===== src/rtl/rx_dac_pkg.sv =====
// Shared definitions for the RX DAC soft-mute stage: per-channel mute state encoding
// and the helper that derives a channel state from its next gain and enable.
package rx_dac_pkg;

  typedef enum logic [1:0] {
    MUTED     = 2'd0,
    RAMP_UP   = 2'd1,
    ACTIVE    = 2'd2,
    RAMP_DOWN = 2'd3
  } ramp_state_t;

  // State is a pure function of where the gain lands and which way it is heading.
  function automatic ramp_state_t ramp_state_of(input logic at_zero,
                                                input logic at_full,
                                                input logic en);
    ramp_state_t s;
    if (en) s = at_full ? ACTIVE : RAMP_UP;
    else    s = at_zero ? MUTED  : RAMP_DOWN;
    return s;
  endfunction

endpackage


===== src/rtl/rx_dac_gain_ramp.sv =====
// Per-channel gain register and mute FSM. With RX_DAC_SOFT_MUTE_EN defined the gain ramps
// linearly by ramp_step per valid beat; otherwise it jumps straight between 0 and full scale.
module rx_dac_gain_ramp
  import rx_dac_pkg::*;
#(
  parameter int unsigned RAMP_WIDTH = 8
) (
  input  logic                  clock,
  input  logic                  reset_n,
  input  logic                  enable,
  input  logic                  din_valid,
  input  logic [RAMP_WIDTH-1:0] ramp_step,
  output logic [RAMP_WIDTH:0]   g,
  output ramp_state_t           state
);

  localparam logic [RAMP_WIDTH:0] FULL = {1'b1, {RAMP_WIDTH{1'b0}}};

  logic [RAMP_WIDTH:0] g_next;
  ramp_state_t         state_next;

`ifdef RX_DAC_SOFT_MUTE_EN
  logic [RAMP_WIDTH:0]   step;
  logic [RAMP_WIDTH+1:0] up_sum;

  assign step   = (ramp_step == '0) ? (RAMP_WIDTH+1)'(1) : {1'b0, ramp_step};
  assign up_sum = {1'b0, g} + {1'b0, step};
`else
  logic unused_step;
  assign unused_step = ^ramp_step;
`endif

  always_ff @(posedge clock or negedge reset_n) begin
    if (!reset_n) begin
      g     <= '0;
      state <= MUTED;
    end else begin
      g     <= g_next;
      state <= state_next;
    end
  end

  always_comb begin
    g_next     = g;
    state_next = state;
    if (din_valid) begin
`ifdef RX_DAC_SOFT_MUTE_EN
      // Direction follows enable on this very beat, so a reversal starts from the current g.
      if (enable) g_next = (up_sum >= {1'b0, FULL}) ? FULL : up_sum[RAMP_WIDTH:0];
      else        g_next = (g <= step) ? '0 : g - step;
`else
      g_next = enable ? FULL : '0;
`endif
      state_next = ramp_state_of(g_next == '0, g_next == FULL, enable);
    end
  end

endmodule


===== src/rtl/rx_dac_soft_mute.sv =====
// RX DAC output stage: per-channel gain ramp and two-stage rounded/saturated lane multipliers.
// Ramp vs hard mute is selected by the RX_DAC_SOFT_MUTE_EN macro (see rx_dac_gain_ramp).
module rx_dac_soft_mute
  import rx_dac_pkg::*;
#(
  parameter int unsigned NUMBER_OF_LINE = 8,
  parameter int unsigned NUMBER_OF_DAC  = 3,
  parameter int unsigned DATA_WIDTH     = 16,
  parameter int unsigned RAMP_WIDTH     = 8
) (
  input  logic                                             clock,
  input  logic                                             reset_n,
  input  logic [NUMBER_OF_DAC*NUMBER_OF_LINE*DATA_WIDTH-1:0] din,
  input  logic                                             din_valid,
  input  logic [NUMBER_OF_DAC-1:0]                         enable,
  input  logic [RAMP_WIDTH-1:0]                            ramp_step,
  output logic [NUMBER_OF_DAC*NUMBER_OF_LINE*DATA_WIDTH-1:0] dout,
  output logic                                             dout_valid,
  output logic [2*NUMBER_OF_DAC-1:0]                       state,
  output logic [NUMBER_OF_DAC-1:0]                         muted
);

  localparam int unsigned PW = DATA_WIDTH + RAMP_WIDTH + 2;
  localparam logic signed [PW:0] HALF    = (PW+1)'(2 ** (RAMP_WIDTH-1));
  localparam logic signed [PW:0] SAT_MAX = {{(PW-DATA_WIDTH+2){1'b0}}, {(DATA_WIDTH-1){1'b1}}};
  localparam logic signed [PW:0] SAT_MIN = {{(PW-DATA_WIDTH+2){1'b1}}, {(DATA_WIDTH-1){1'b0}}};

  logic valid_s1;

  always_ff @(posedge clock or negedge reset_n) begin
    if (!reset_n) begin
      valid_s1   <= 1'b0;
      dout_valid <= 1'b0;
    end else begin
      valid_s1   <= din_valid;
      dout_valid <= valid_s1;
    end
  end

  for (genvar c = 0; c < NUMBER_OF_DAC; c++) begin : g_ch
    logic [RAMP_WIDTH:0] gain;
    ramp_state_t         ch_state;

    rx_dac_gain_ramp #(.RAMP_WIDTH(RAMP_WIDTH)) u_ramp (
      .clock     (clock),
      .reset_n   (reset_n),
      .enable    (enable[c]),
      .din_valid (din_valid),
      .ramp_step (ramp_step),
      .g         (gain),
      .state     (ch_state)
    );

    assign state[2*c +: 2] = ch_state;
    assign muted[c]        = (ch_state == MUTED);

    for (genvar i = 0; i < NUMBER_OF_LINE; i++) begin : g_lane
      localparam int unsigned IDX = c*NUMBER_OF_LINE + i;

      logic signed [PW-1:0]         x_ext, g_ext, prod_q;
      logic signed [PW:0]           rounded;
      logic signed [DATA_WIDTH-1:0] y_sat, y_q;

      // Gain sampled here is the pre-update value, so the beat that raises enable still sees 0.
      assign x_ext   = PW'($signed(din[DATA_WIDTH*IDX +: DATA_WIDTH]));
      assign g_ext   = $signed(PW'(gain));
      assign rounded = ((PW+1)'(prod_q) + HALF) >>> RAMP_WIDTH;

      always_comb begin
        y_sat = rounded[DATA_WIDTH-1:0];
        if (rounded > SAT_MAX)      y_sat = SAT_MAX[DATA_WIDTH-1:0];
        else if (rounded < SAT_MIN) y_sat = SAT_MIN[DATA_WIDTH-1:0];
      end

      always_ff @(posedge clock or negedge reset_n) begin
        if (!reset_n) begin
          prod_q <= '0;
          y_q    <= '0;
        end else begin
          prod_q <= x_ext * g_ext;
          y_q    <= y_sat;
        end
      end

      assign dout[DATA_WIDTH*IDX +: DATA_WIDTH] = y_q;
    end
  end

endmodule


===== config.mk =====
export PLATFORM = sky130hd
export DESIGN_NAME = rx_dac_soft_mute
export DESIGN_NICKNAME = d
export VERILOG_FILES = /design/src/rtl/rx_dac_pkg.sv /design/src/rtl/rx_dac_gain_ramp.sv /design/src/rtl/rx_dac_soft_mute.sv
export SDC_FILE = /design/constraint.sdc
export NUM_CORES = 1
export LEC_CHECK = 0
export BUFFER_PORTS_ARGS = -buffer_cell sky130_fd_sc_hd__buf_2
export CAP_MARGIN = 30
export CORE_AREA = 2 2 304 306
export DETAILED_ROUTE_END_ITERATION = 8
export DIE_AREA = 0 0 306 308
export PLACE_DENSITY = 0.46
export SLEW_MARGIN = 15
export SYNTH_ARGS = -nofsm -noshare
export SYNTH_HDL_FRONTEND = slang
export SYNTH_SLANG_ARGS = --single-unit

===== constraint.sdc =====
create_clock -name clock -period 1.09 [get_ports clock]
set_clock_uncertainty 0.15 [all_clocks]
set_input_delay 0.2725 -clock clock [delete_from_list [all_inputs] [get_ports clock]]
set_output_delay 0.2725 -clock clock [all_outputs]
set_load 0.005 [all_outputs]

# Yosys cells after proc, flatten, opt, wreduce, memory -nomap -nowiden
# Cells that the tools add are included.
dict set report word_totals {
  mem_count 0
  reg_bits 1043
  mem_bits_rw 0
  rom_bits 0
  latch_bits 0
}
dict set report op_classes {
  n_mul 24
  n_lt_le_gt_ge 48
  muxes 60
  n_div 0
  n_addsub 24
  n_bitwise 0
  eq_ne 3
  n_reduce_logical 6
  n_shift 0
}
# cell n
set ops {}
lappend ops {{$mux 16} 48}
lappend ops {{$add 26x9->27 const B} 24}
lappend ops {{$mul 16x10->26} 24}
lappend ops {{$gt 19x16->1 const B} 24}
lappend ops {{$lt 19x16->1 const B} 24}
lappend ops {{$eq 9x9->1 const B} 3}
lappend ops {{$logic_not 9->1} 3}
lappend ops {{$mux 9} 3}
lappend ops {{$mux 2} 9}
lappend ops {{$logic_not 2->1} 3}

# Depth between registers and ports, before layout
dict set report depth {
  depth_word 4
  mapped_depth 3
  ltp_nobuf 1
}

# By module
# A second synthesis with hierarchy kept.
dict set report unflattened {
  hier_cells 16657
  area_unflattened_um2 152396.2
}
# mod area_each_um2 cells_each seq_area_each_um2 instances
set by_module_without_submodules {}
lappend by_module_without_submodules {rx_dac_soft_mute 152039.6 16618 21070.2 1}
lappend by_module_without_submodules {rx_dac_gain_ramp 118.9 13 25.0 3}

# Worst setup path before layout
# Ideal clock, no wire load.
dict set report synth_path {
  kind {flip-flop to flip-flop}
  from {register, netlist name g_ch[0].u_ramp.state[1]}
  to {register g_ch[0].u_ramp.state[1]}
  arrival_ns 0.902
  required_ns 0.815
  stages_incl_launch_ff 4
  path_buffers 2
  setup_slack_ns -0.087
  path_cell_list {dfrtp_1 buf_6 buf_6 mux2_2}
}
# item line_no
set synth_lines {}
lappend synth_lines {{to (signal assigned)} rx_dac_gain_ramp.sv:39} ;# state <= state_next;
lappend synth_lines {{to (decl)} rx_dac_gain_ramp.sv:14} ;# output ramp_state_t state

# Worst setup path in the final report
dict set report layout_path {
  from {register g_ch[1].u_ramp.state[1]}
  to {output port muted[1]}
}
dict set report layout_between {
  elab_chain_cells 1
}
# item line_no
set layout_rtl {}
lappend layout_rtl {{from (decl)} rx_dac_gain_ramp.sv:14}
lappend layout_rtl {{from (signal assigned)} rx_dac_gain_ramp.sv:39}
lappend layout_rtl {{$logic_not 2->1} rx_dac_soft_mute.sv:55} ;# assign muted[c] = (ch_state == MUTED);
lappend layout_rtl {{to (decl)} rx_dac_soft_mute.sv:20} ;# output logic [NUMBER_OF_DAC-1:0] muted
# Every way passes these cells.

==> summary.txt <==
pwr dens = 1890 mW/mm^2
post-layout util = 38.8%
drt total wl = 64600 um
worst slew pin tran = 0.527 ns
Peak VDD IR = 1.08 mV
failing checks = setup timing
RSZ-0062 raised after global routing = yes
critical path type = register to output port
Final period util = 168%
routability cong. = 0.784
Yosys Warn Count = 0
gr ovfl total = 0
Synth area leaders = dfrtp_1 82%, and2_1 10%, clkbuf_1 6.1%, clkbuf_2 0.51%, buf_6 0.29%
outcome = finished with violations
Cells after Synth = 1593
synth unique cells = 10
Hold Path Class = input pin to async pin
P_leak = 18.0 nW
switching power = 0.0148 W
vias after detailed routing = 13700
I/O pin total = 792
vias in the first global route = 15700
H-tree depth reported by CTS = 3
Clk Tree Root Cell = clkbuf_16
count of clock tree sinks = 773
Final Critical Period = 1.83 ns
fin. max-slew vios = 0
clk slew on worst S/H paths = 0.07 ns
post-synth top area cell = dfrtp_1
post-DP HPWL = 44300 um
Data required, critical path = 0.67 ns
TritonCTS Buffers = 83
clock network fraction of design power = 43.8%
switching portion of total power = 22.1%
Die H = 308 um
syn_area_per_cell = 14.8 sq um
Max-Cap Viols = 0
top cell type's share of synthesized area = 82.3%
area delta synth->final = 50.0%
clock tree from TritonCTS = built
initial core utilization = 25.8%
WP data arrival = 1.41 ns
post-DR wirelength/cell = 17.2 um
CP Capture Type = output port
Fill cells = 8537
port buffer count = 780
Slew headroom = 64.9%
Seq pwr share = 47.3%
insertion delay to the later sink of the worst-skew pair = 0.63 ns
Mapped Area = 0.0235 sq mm
Via density = 3.66
WHS = 0.159 ns
Core Region = 0.0910 sq mm
largest net degree at the start of global routing = 73
fmax = 546 MHz
setup slack after layout = -0.743 ns
Gate power share = 8.9%
Post-route DRC = 0
Yosys reg bits = 773
Seq/Total Area, Yosys = 82.3%
crit start category = register
Final Setup Violations = 778
Pint = 0.0519 W
drt first pass iters = 4
GRT Total Usage = 13.6%
CP max FO = 4
initial antenna violation count = 8
first-pass GRT wire length = 95600 um
Die ar. = 0.0942 sq mm
1st-iter DRT viols = 602
Bufs on Longest Clock Path = 3
final hold vios = 0
share of cells above drive strength 1 = 39.1%
remaining antenna violation count after routing = 0
chip width = 306 um
num rows = 111
fin nets = 2890
==> kinds of logic (layout without fill, tap and decap cells) <==
kind of cell	Yosys count	after routing	share of synthesized area, %
and+or+nand+nor	384	384	10.2
other	1	8	0.0160
muxes	3	3	0.144
DFF	773	773	82.3
buffers and inverters	432	1395	7.33
==> registers in the layout (all words and copies together), names as in the netlist <==
| signal | flops |
|---|---|
| g_ch.g_lane.prod_q | 384 |
| g_ch.g_lane.y_q | 384 |
| g_ch.u_ramp.state | 3 |
| dout_valid | 1 |
| valid_s1 | 1 |
==> path summary, 6_finish.rpt <==
check                      depth (start not counted)                            to                         start  slack (ns)
hold / removal                                     3  g_ch[2].g_lane[3].prod_q[19]                       reset_n        0.16
max in group asynchronous                          3       g_ch[1].u_ramp.state[1]                       reset_n        0.10
hold reg to reg                                    0      g_ch[2].g_lane[2].y_q[7]  g_ch[2].g_lane[2].prod_q[15]        0.18
min in group clock                                 0      g_ch[2].g_lane[2].y_q[7]  g_ch[2].g_lane[2].prod_q[15]        0.18
setup / recovery                                   2                      muted[1]       g_ch[1].u_ramp.state[1]       -0.74
setup reg to reg                                   4   g_ch[1].g_lane[4].prod_q[9]       g_ch[1].u_ramp.state[1]       -0.52
==> repair_timing <==
item	in CTS	in global routing
gates resized for setup	62	33
gates cloned	3	1
hold buffers	389	0
endpoints found under the setup margin	710	778
setup buffers	11	0
endpoints found under the hold margin	1161	0
==> synth_stat cells <==
library cell	n
mux2_2	3
conb_1	1
buf_4	3
dfrtp_1	773
buf_2	12
clkbuf_2	24
inv_1	3
buf_6	6
and2_1	384
clkbuf_1	384
==> critical path: stages (launching register included) <==
cell	delay, ns
dfrtp_4	0.59
inv_2	0.10
buf_6	0.09
==> layout by cell type (no fill, tap or decap), drive strengths merged <==
master,count
buf,849
dfrtp,773
dlygate4sd3,389
and2,384
clkbuf,114
clkinv,21
bufinv,10
inv,6
diode,5
clkinvlp,4
mux2,3
conb,3
bufbuf,2
==> routing by layer <==
layer / vias to the layer above / part of all wire, % / GRT usage [%]
li1: 6262 / - / -
met3: 107 / 8.8 / 5.17
met4: 4 / 2.8 / 5.35
met1: 6782 / 38 / 15.2
met2: 556 / 51 / 23.5
met5: - / 0.036 / 0
==> power by group through the flow <==
stage,sequential (W),clock [W],combinational [W]
final,0.0315,0.0292,0.00593
after global routing,0.0317,0.0314,0.00654
after CTS,0.0316,0.0302,0.00602
after detailed placement,0.0321,0,0.00443
after global placement,0.0320,0,0.00440
after floorplan,0.0320,0,0.00162
==> through the flow <==
stage	total power, W	TNS [ns]	cell area, sq um	std cells	setup slack [ns]
after floorplan	0.0336	-0.498	23500	1595	-0.0868
after global placement	0.0364	-52.13	27900	3190	-0.315
after detailed placement	0.0365	-55.40	27900	3190	-0.311
after CTS	0.0678	-346.36	35100	3744	-0.829
after global routing	0.0697	-347.23	35300	3748	-0.818
final	0.0667	-299.09	35300	3749	-0.743
==> final cells by class <==
type / instances / area (sq um) / share of cell area, %
sequential: 773 / 19400 / 54.9
timing repair buffer: 1241 / 9090 / 25.8
multi-input combinational: 390 / 2450 / 6.94
clock buffer: 113 / 2390 / 6.78
tap: 1186 / 1480 / 4.21
clock inverter: 38 / 475 / 1.35
inverter: 3 / 16.3 / 0.0461
antenna: 5 / 12.5 / 0.0355
(Power assumes the default switching activity.)
